==> src/rtl/score_jk_driver_if.sv <==
// score_jk_driver_if: command handshake plus JK bank excitation/feedback bundle.
interface score_jk_driver_if #(parameter int WIDTH = 8);
  logic             cmd_valid;
  logic             cmd_ready;
  logic [1:0]       cmd_op;
  logic             cmd_dec;
  logic [WIDTH-1:0] q_fb;
  logic [WIDTH-1:0] j_vec;
  logic [WIDTH-1:0] k_vec;
  logic             ff_clr;
  logic             busy;
  logic             err;
  logic [WIDTH-1:0] target;
  modport master (
    input  cmd_valid, cmd_op, cmd_dec, q_fb,
    output cmd_ready, j_vec, k_vec, ff_clr, busy, err, target
  );
  modport slave (
    output cmd_valid, cmd_op, cmd_dec, q_fb,
    input  cmd_ready, j_vec, k_vec, ff_clr, busy, err, target
  );
endinterface

==> src/rtl/score_jk_driver.sv <==
// score_jk_driver: turns point commands into one-cycle J/K excitation of an external
// flip-flop score bank, verifying the readback and retrying before flagging an error.
module score_jk_driver #(
  parameter int WIDTH     = 8,
  parameter int MAX_SCORE = 199,
  parameter int MAX_RETRY = 2
) (
  input logic               clk,
  input logic               clr,
  score_jk_driver_if.master bus
);
  localparam int RW = $clog2(MAX_RETRY + 1) + 1;
  typedef enum logic [2:0] {IDLE, COMPUTE, DRIVE, VERIFY, ERROR} state_t;
  state_t           state_q, state_d;
  logic [1:0]       op_q, op_d;
  logic             dec_q, dec_d;
  logic [WIDTH-1:0] target_q, target_d;
  logic [RW-1:0]    retry_q, retry_d;
  logic             err_q, err_d;
  logic [WIDTH-1:0] amt, calc;
  logic [WIDTH:0]   sum;
  logic             drive, clr_op;
  assign amt  = WIDTH'(op_q);
  assign sum  = {1'b0, bus.q_fb} + {1'b0, amt};
  // both directions clamp instead of wrapping
  assign calc = (op_q == 2'b00) ? '0 :
                dec_q ? ((bus.q_fb < amt) ? '0 : bus.q_fb - amt) :
                (sum > (WIDTH+1)'(MAX_SCORE)) ? WIDTH'(MAX_SCORE) : sum[WIDTH-1:0];
  always_ff @(posedge clk or posedge clr) begin
    if (clr) begin
      state_q  <= IDLE;
      op_q     <= 2'b00;
      dec_q    <= 1'b0;
      target_q <= '0;
      retry_q  <= '0;
      err_q    <= 1'b0;
    end else begin
      state_q  <= state_d;
      op_q     <= op_d;
      dec_q    <= dec_d;
      target_q <= target_d;
      retry_q  <= retry_d;
      err_q    <= err_d;
    end
  end
  always_comb begin
    state_d  = state_q;
    op_d     = op_q;
    dec_d    = dec_q;
    target_d = target_q;
    retry_d  = retry_q;
    err_d    = err_q;
    case (state_q)
      IDLE: if (bus.cmd_valid) begin
        op_d    = bus.cmd_op;
        dec_d   = bus.cmd_dec;
        retry_d = '0;
        state_d = COMPUTE;
      end
      COMPUTE: begin
        target_d = calc;
        state_d  = (calc == bus.q_fb) ? IDLE : DRIVE;
      end
      DRIVE: state_d = VERIFY;
      VERIFY: if (bus.q_fb == target_q) state_d = IDLE;
        else if (retry_q == RW'(MAX_RETRY)) begin
          err_d   = 1'b1;
          state_d = ERROR;
        end else begin
          retry_d = retry_q + 1'b1;
          state_d = DRIVE;
        end
      ERROR: state_d = ERROR;
      default: state_d = IDLE;
    endcase
  end
  // excitation is purely a decode of DRIVE, so an async clear silences it immediately
  assign drive         = state_q == DRIVE;
  assign clr_op        = op_q == 2'b00;
  assign bus.j_vec     = (drive && !clr_op) ? (~bus.q_fb & target_q) : '0;
  assign bus.k_vec     = (drive && !clr_op) ? (bus.q_fb & ~target_q) : '0;
  assign bus.ff_clr    = drive && clr_op;
  assign bus.cmd_ready = state_q == IDLE;
  assign bus.busy      = (state_q != IDLE) && (state_q != ERROR);
  assign bus.err       = err_q;
  assign bus.target    = target_q;
endmodule

==> src/flat_wrapper.sv <==
// flat-port wrapper written by rule: the top's interface ports become plain ports
module score_jk_driver_flat 
#(
  parameter int WIDTH     = 8,
  parameter int MAX_SCORE = 199,
  parameter int MAX_RETRY = 2
)
  (clk, clr, bus_cmd_valid, bus_cmd_op, bus_cmd_dec, bus_q_fb, bus_cmd_ready, bus_j_vec, bus_k_vec, bus_ff_clr, bus_busy, bus_err, bus_target);
  score_jk_driver_if #(.WIDTH(WIDTH)) bus_i ();
  input logic clk;
  input logic clr;
  input wire logic [$bits(bus_i.cmd_valid)-1:0] bus_cmd_valid;
  input wire logic [$bits(bus_i.cmd_op)-1:0] bus_cmd_op;
  input wire logic [$bits(bus_i.cmd_dec)-1:0] bus_cmd_dec;
  input wire logic [$bits(bus_i.q_fb)-1:0] bus_q_fb;
  output wire logic [$bits(bus_i.cmd_ready)-1:0] bus_cmd_ready;
  output wire logic [$bits(bus_i.j_vec)-1:0] bus_j_vec;
  output wire logic [$bits(bus_i.k_vec)-1:0] bus_k_vec;
  output wire logic [$bits(bus_i.ff_clr)-1:0] bus_ff_clr;
  output wire logic [$bits(bus_i.busy)-1:0] bus_busy;
  output wire logic [$bits(bus_i.err)-1:0] bus_err;
  output wire logic [$bits(bus_i.target)-1:0] bus_target;
  assign bus_i.cmd_valid = bus_cmd_valid;
  assign bus_i.cmd_op = bus_cmd_op;
  assign bus_i.cmd_dec = bus_cmd_dec;
  assign bus_i.q_fb = bus_q_fb;
  assign bus_cmd_ready = bus_i.cmd_ready;
  assign bus_j_vec = bus_i.j_vec;
  assign bus_k_vec = bus_i.k_vec;
  assign bus_ff_clr = bus_i.ff_clr;
  assign bus_busy = bus_i.busy;
  assign bus_err = bus_i.err;
  assign bus_target = bus_i.target;
  score_jk_driver #(.WIDTH(WIDTH), .MAX_SCORE(MAX_SCORE), .MAX_RETRY(MAX_RETRY)) u_core (.clk(clk), .clr(clr), .bus(bus_i));
endmodule
==> config.mk <==
export PLATFORM = sky130hd
export DESIGN_NAME = score_jk_driver_flat
export DESIGN_NICKNAME = d
export VERILOG_FILES = /design/src/rtl/score_jk_driver_if.sv /design/src/rtl/score_jk_driver.sv /design/src/flat_wrapper.sv
export SDC_FILE = /design/constraint.sdc
export NUM_CORES = 1
export LEC_CHECK = 0
export CAP_MARGIN = 20
export CORE_UTILIZATION = 40
export CTS_BUF_LIST = sky130_fd_sc_hd__clkbuf_4 sky130_fd_sc_hd__clkbuf_8
export CTS_CLUSTER_SIZE = 30
export DETAILED_ROUTE_END_ITERATION = 10
export DONT_BUFFER_PORTS = 1
export PLACE_DENSITY_LB_ADDON = 0.05
export SLEW_MARGIN = 20
export SYNTH_ARGS = -nofsm -noshare
export SYNTH_HDL_FRONTEND = slang
export SYNTH_SLANG_ARGS = --single-unit
==> constraint.sdc <==
create_clock -name clk -period 7.35 [get_ports clk]
set_input_delay 0.3675 -clock clk [delete_from_list [all_inputs] [get_ports clk]]
set_output_delay 0.3675 -clock clk [all_outputs]
set_load 0.005 [all_outputs]
After elaboration in Yosys (flattened, before gate mapping)
Index checks and enable logic that the tools add are counted.
{ "word_totals": {"regBits": 18, "out_inout_bits": 28, "word_cells": 53} }
{ "classes": {"add_sub_neg": 3, "order_cmp": 2, "eq_ne": 11, "n_mux": 15, "bitwise": 5, "reduce_logical": 11} }
{ "ops": {"columns": ["op", "n"], "rows": [
  ["$mux W8", 6],
  ["$mux W3", 6],
  ["$and A8 B8 Y8", 2],
  ["$eq A8 B8 Y1", 2],
  ["$not A8 Y8", 2],
  ["$pmux W3 S5", 1],
  ["$add A8 B2 Y9", 1],
  ["$eq A3 B2 Y1 const B", 3],
  ["$gt A9 B8 Y1 const B", 1],
  ["$lt A8 B2 Y1", 1],
  ["$sub A8 B2 Y8", 1],
  ["$ne A2 B2 Y1 const B", 3],
  ["$pmux W3 S2", 1],
  ["$reduce_and A4 Y1", 1],
  ["$add A3 B1 Y3 const B", 1],
  ["$eq A3 B1 Y1 const B", 1],
  ["$eq A3 B3 Y1 const B", 1],
  ["$logic_and A1 B1 Y1", 3],
  ["$logic_not A3 Y1", 1],
  ["$ne A3 B3 Y1 const B", 1],
  ["$reduce_and A3 Y1", 1],
  ["$reduce_bool A3 Y1", 1],
  ["$logic_not A2 Y1", 1],
  ["$mux W2", 1],
  ["other kinds (4)", 4]
]} }

Depth between registers and ports, before layout
{ "logic_depth": {"ltp_word": 8, "depth_mapped": 12} }

Worst setup path before layout
OpenSTA, ideal clock, no wires.
{ "synth_timing": {"kind": "input to register", "from": "input bus_q_fb[0]", "to": "register u_core.state_q[1]", "arrival_ps": 2438, "required_ps": 7268, "slack_ps": 4830, "cell_stages": 12, "cell_sequence": "inv_1 > ha_1 > inv_1 > fa_1 > or3_1 > clkbuf_2 > nor3_1 > o22ai_1 > a211o_1 > nand4b_1 > a311oi_1 > a31oi_1"} }
{ "synth_via": {"elab_chain_cells": 8, "elab_cells_between_ends": 13, "cone_classes": "add/sub: 2; order compare: 2; eq/ne: 2; mux: 7"} }
{ "synth_lines": {"columns": ["item", "line", "source"], "rows": [
  ["start: declaration", "flat_wrapper.sv:15", "input wire logic [$bits(bus_i.q_fb)-1:0] bus_q_fb;"],
  ["$add A8 B2 Y9", "score_jk_driver.sv:24", "assign sum = {1'b0, bus.q_fb} + {1'b0, amt};"],
  ["$gt A9 B8 Y1", "score_jk_driver.sv:28", "(sum > (WIDTH+1)'(MAX_SCORE)) ? WIDTH'(MAX_SCORE) : sum[WIDTH-1:0];"],
  ["$mux W8", "score_jk_driver.sv:28", null],
  ["$mux W8", "score_jk_driver.sv:27", "dec_q ? ((bus.q_fb < amt) ? '0 : bus.q_fb - amt) :"],
  ["$mux W8", "score_jk_driver.sv:26", "assign calc = (op_q == 2'b00) ? '0 :"],
  ["$eq A8 B8 Y1", "score_jk_driver.sv:62", "state_d = (calc == bus.q_fb) ? IDLE : DRIVE;"],
  ["$mux W2", "score_jk_driver.sv:62", null],
  ["$pmux W3 S5 (*)", "score_jk_driver.sv:53", "case (state_q)"],
  ["end signal: assignment", "score_jk_driver.sv:38", "state_q <= state_d;"],
  ["end: declaration", "score_jk_driver.sv:14", "state_t state_q, state_d;"]
]} }
Every way passes the cells marked *; elsewhere a longest branch is shown, timed or not.
A chain may end at the register's enable or synchronous reset.

Final worst setup path
{ "layout_timing": {"from": "register u_core.op_q[0]", "to": "register u_core.state_q[1]"} }
{ "layout_via": {"elab_chain_cells": 8, "elab_cells_between_ends": 12, "cone_classes": "add/sub: 2; order compare: 2; eq/ne: 1; mux: 6; reduce/logical: 1"} }
{ "layout_lines": {"columns": ["item", "line", "source"], "rows": [
  ["start: declaration", "score_jk_driver.sv:15", "logic [1:0] op_q, op_d;"],
  ["start signal: assignment", "score_jk_driver.sv:39", "op_q <= op_d;"],
  ["$add A8 B2 Y9", "score_jk_driver.sv:24", null],
  ["$gt A9 B8 Y1", "score_jk_driver.sv:28", null],
  ["$mux W8", "score_jk_driver.sv:28", null],
  ["$mux W8", "score_jk_driver.sv:27", null],
  ["$mux W8 (*)", "score_jk_driver.sv:26", null],
  ["$eq A8 B8 Y1 (*)", "score_jk_driver.sv:62", null],
  ["$mux W2 (*)", "score_jk_driver.sv:62", null],
  ["$pmux W3 S5 (*)", "score_jk_driver.sv:53", null]
]} }
Marks and branches as above.

==> flow_results.org <==
** Outcome
- Run status :: complete, no violations

** Timing
- Final-layout worst hold slack :: about 0.11 ns
- For the final routed database, the setup TNS stands at 0 ns.
- Setup repair after global routing missed its margin :: false
- Headroom to the max-slew limit came out at 0.380.
- After layout, the worst setup slack is 4.48 ns.
- Final setup violation count :: 0
- Achievable clock frequency :: around 0.35 GHz
- The number of slew-limit violations in the final report is 0.
- The count of final hold-check violations came to 0.
- At the pin with the least slew margin, the transition time is 0.927 ns.
- For the finished layout, the period the worst path requires is 2.87 ns.
- Period utilisation layout :: 0.391
- Post-route clock skew :: around 0.0064 ns

** Logic synthesis
- Mean instance size in the synthesized netlist :: 7.94 sq um
- Mux share of post-synthesis cell area :: 0.0319
- By area the synthesized netlist is led by dfrtp_1 (22%), ha_1 (13%), and2_1 (5.2%), inv_1 (4.2%), nor2_1 (3.5%).
- Gate Count Post-Synth :: between 200 and 300
- Dominant synthesized flop cell :: dfrtp_1
- The post-synthesis compound-gate area fraction is 0.231.
- Adder and majority cell fraction of the synthesized area :: 0.155
- The netlist uses between 50 and 60 different library cells.
- During synthesis, Yosys emitted a total of 0 warnings.
- Summing every instance area after synthesis gives around 2000 sq um.
- Share of the synthesized netlist area taken by xor and xnor gates :: 0.0258
- Portion of synthesized cell area occupied by the leading cell type :: 0.221
- After synthesis, the share of flip-flops with an asynchronous set or reset is 1.00.
- After synthesis, the largest family of logic cells by area is simple AND/OR/NAND/NOR gates.
- Number of register bits inferred by synthesis :: 18
- Number of flops mapped to enable cells by yosys :: 0
- Post-Synthesis Net Count :: 295
- Synth Area in Simple Gates :: 0.258
- The synthesized design spends more area on one cell type than any other, namely dfrtp_1.
- Of the synthesized area, sequential elements account for 0.221.

** Critical path
- For this run, the slowest stage of the critical path takes 0.58 ns.
- Worst endpoint required time :: between 7 and 8 ns
- Crit Path Max Fanout :: 13
- The slowest stage of the critical path is the fa_1 cell.
- The worst setup path is launched from a flip-flop.
- Data on the critical path arrives at its endpoint at 3.02 ns.
- The critical path goes through ha_1, fa_1, nand3b_1, o32ai_1, a211oi_1, a211o_1, and3_1, a2111oi_0, a31oi_1.
- Slack of the worst reg-to-reg path :: around 4.5 ns
- Reg-to-Reg Start :: u_core.op_q[0]$_DFFE_PP0P_
- R2r worst-path depth :: 9
- The worst setup path is captured at a flip-flop.
- Kind of critical path :: flip-flop to flip-flop
- Counting both buffers and inverters, the worst setup path holds a total of 0.
- In this run the critical register-to-register path is captured at u_core.state_q[1]$_DFFE_PP0P_.
- Category of cells accounting for the largest share of critical-path delay :: compound AO/OA/AOI/OAI gates

** Placement
- Prior to clock tree synthesis, the placed netlist has a worst setup slack of 4.48 ns.
- Estimated wirelength of the detail-placed design :: roughly 4100 um
- Routability-driven placement finished with a final weighted congestion of ~0.85.
- The count of buffers added on input and output ports is 0.

** Floorplan
- In this run the core area contains 25 standard-cell rows.
- The floorplan step set the die width to 73.4 um.
- From bottom edge to top edge, the die measures approximately 73 um.
- Die area :: roughly 5400 sq um
- Initial core utilization :: 0.424
- The core region is approximately 4800 sq um.
- I/O pin count :: 42

** Power and ir drop
- Power density over the cells :: around 330 nW/um^2
- Leak pwr :: slightly above 0.9 nW
- Across the VDD grid, the largest voltage drop is between 150 and 200 uV.
- Sum of internal, switching and leakage power :: around 0.7 mW

** Cells and area
- Counting the fill cells in the layout gives ~530.
- Sequential cell area :: about 450 sq um
- Most common cell after layout, fill and taps aside :: inv_1
- Relative to the synthesized area, the layout overhead comes to 3.37%.
- In the final design database the tool counted 284 nets.
- Commonest cells after routing, fill and taps aside :: inv_1 (23), ha_1 (22), nor2_1 (19)
- Of the cells placed in the final design, the portion with a size suffix greater than 1 is 0.0531.
- Antenna Diode Count :: 0
- Multi-input logic area :: roughly 1400 sq um

** Clock network
- Quantity of gates resized following cts :: 0
- CTS clock-pin slew for the worst setup and hold paths :: approximately 0.080 ns
- Level count of the clock H-tree :: 1
- The later pin in the worst-skew pair is clocked with a latency of around 0.27 ns.
- TritonCTS built the clock tree.
- Sinks on Clock Net :: 18
- TritonCTS buffer count :: 3
- Setup Fix Bufs, Post-CTS :: 0
- In this run the deepest clock path goes through 2 buffers.
- Buffer type at the clock tree root :: clkbuf_8
- The number of hold buffers added after CTS was 0.

** Detailed routing
- After detailed routing, the number of vias per cell comes to roughly 5.8.
- Remaining number of nets flagged by the antenna check after routing :: 0
- The routed design has about 5500 um of wire.
- In the final routed layout, each cell accounts on average for between 15 and 20 um.
- For this block, the via count after detailed routing is 1,821.
- After detailed routing, the number of remaining DRC violations is 0.
- Before antenna repair, the detailed router went through 5 iterations.
- The first routing iteration left around 120 violations.

** Global routing
- Remaining global-route overflow :: 0
- The first global-routing pass estimated between 9000 and 10,000 um of wire.
- Global-route total usage across every layer :: 0.223
- The via count of the first global-routing pass was 1,737.
- Number of antenna violations at the first check in global routing :: 0
- Largest net degree at the start of global routing :: 22

** Job
- Max-capacitance violation count :: 0

** Min path
- Worst min-delay path class :: primary input to asynchronous set/reset pin
worst register-to-register path: stages (launching register included):
cell       delay, ns
dfrtp_1         0.42
ha_1            0.22
fa_1            0.58
nand3b_1        0.24
o32ai_1         0.22
a211oi_1        0.09
a211o_1         0.32
and3_1          0.17
a2111oi_0       0.36
a31oi_1         0.13
Yosys cell counts, drive strengths merged (3+ instances only):
| master | instances |
|---|---|
| a31oi | 3 |
| a21oi | 8 |
| ha | 22 |
| inv | 23 |
| a211oi | 4 |
| clkbuf | 8 |
| nand3 | 6 |
| nand2b | 5 |
| o21ai | 12 |
| nand4 | 3 |
| nor3 | 8 |
| buf | 8 |
| or3 | 5 |
| nand2 | 16 |
| nor2b | 5 |
| dfrtp | 18 |
| o21a | 3 |
| a22o | 3 |
| o31ai | 3 |
| o211ai | 4 |
| nor2 | 19 |
| a21o | 4 |
| mux2 | 4 |
| and2 | 17 |
| xnor2 | 6 |
through the flow:
stage               utilization  cells  area, sq um
CTS                       0.438    312         2110
global placement          0.426    308         2050
detailed placement        0.426    308         2050
global route              0.438    312         2110
floorplan                     -    257         2040
finish                    0.438    312         2110
cell type report:
class,instances,area share
well taps,67,0.0397
multi-input cells,199,0.678
flip-flops and latches,18,0.214
inverters,24,0.0427
clock buffers,4,0.0261
registers in the layout, summed over array words and instances (netlist names):
name               cells
u_core.state_q         3
u_core.dec_q           1
u_core.op_q            2
u_core.bus.target      8
u_core.retry_q         3
u_core.bus.err         1
cells by family after synthesis:
kind of cell    count (synthesis)
simple gates                   98
compound gates                 65
buf+inv                        40
fa+ha+maj                      24
flops                          18
xor+xnor                        6
mux                             6
power by group:
group	internal [mW]	total, mW	switching [mW]
Sequential	0.140	0.198	0.0585
Combinational	0.166	0.402	0.236
Clock	0.0478	0.0868	0.0390
metal layers:
layer  up-vias  track usage  share of wire
met5         -            0              0
met4         0       0.0299         0.0056
met3         5       0.0508          0.052
met2        61        0.353           0.46
met1       865        0.317           0.48
li1        890            -              -
worst max path at each step:
| stage | start | endpoint | slack, ns | cells past startpoint |
|---|---|---|---|---|
| final | u_core.op_q[0]$_DFFE_PP0P_ | u_core.state_q[1]$_DFFE_PP0P_ | 4.48 | 9 |
| after global routing | u_core.op_q[0]$_DFFE_PP0P_ | u_core.state_q[1]$_DFFE_PP0P_ | 4.25 | 9 |
| after CTS | u_core.op_q[0]$_DFFE_PP0P_ | u_core.state_q[1]$_DFFE_PP0P_ | 4.48 | 9 |
| after detailed placement | u_core.op_q[0]$_DFFE_PP0P_ | u_core.state_q[1]$_DFFE_PP0P_ | 4.48 | 9 |
| after global placement | u_core.op_q[0]$_DFFE_PP0P_ | u_core.state_q[1]$_DFFE_PP0P_ | 4.54 | 9 |
| after floorplan | bus_q_fb[0] | u_core.state_q[1]$_DFFE_PP0P_ | 4.83 | 12 |
No activity file was read; power rests on OpenSTA's default activity.
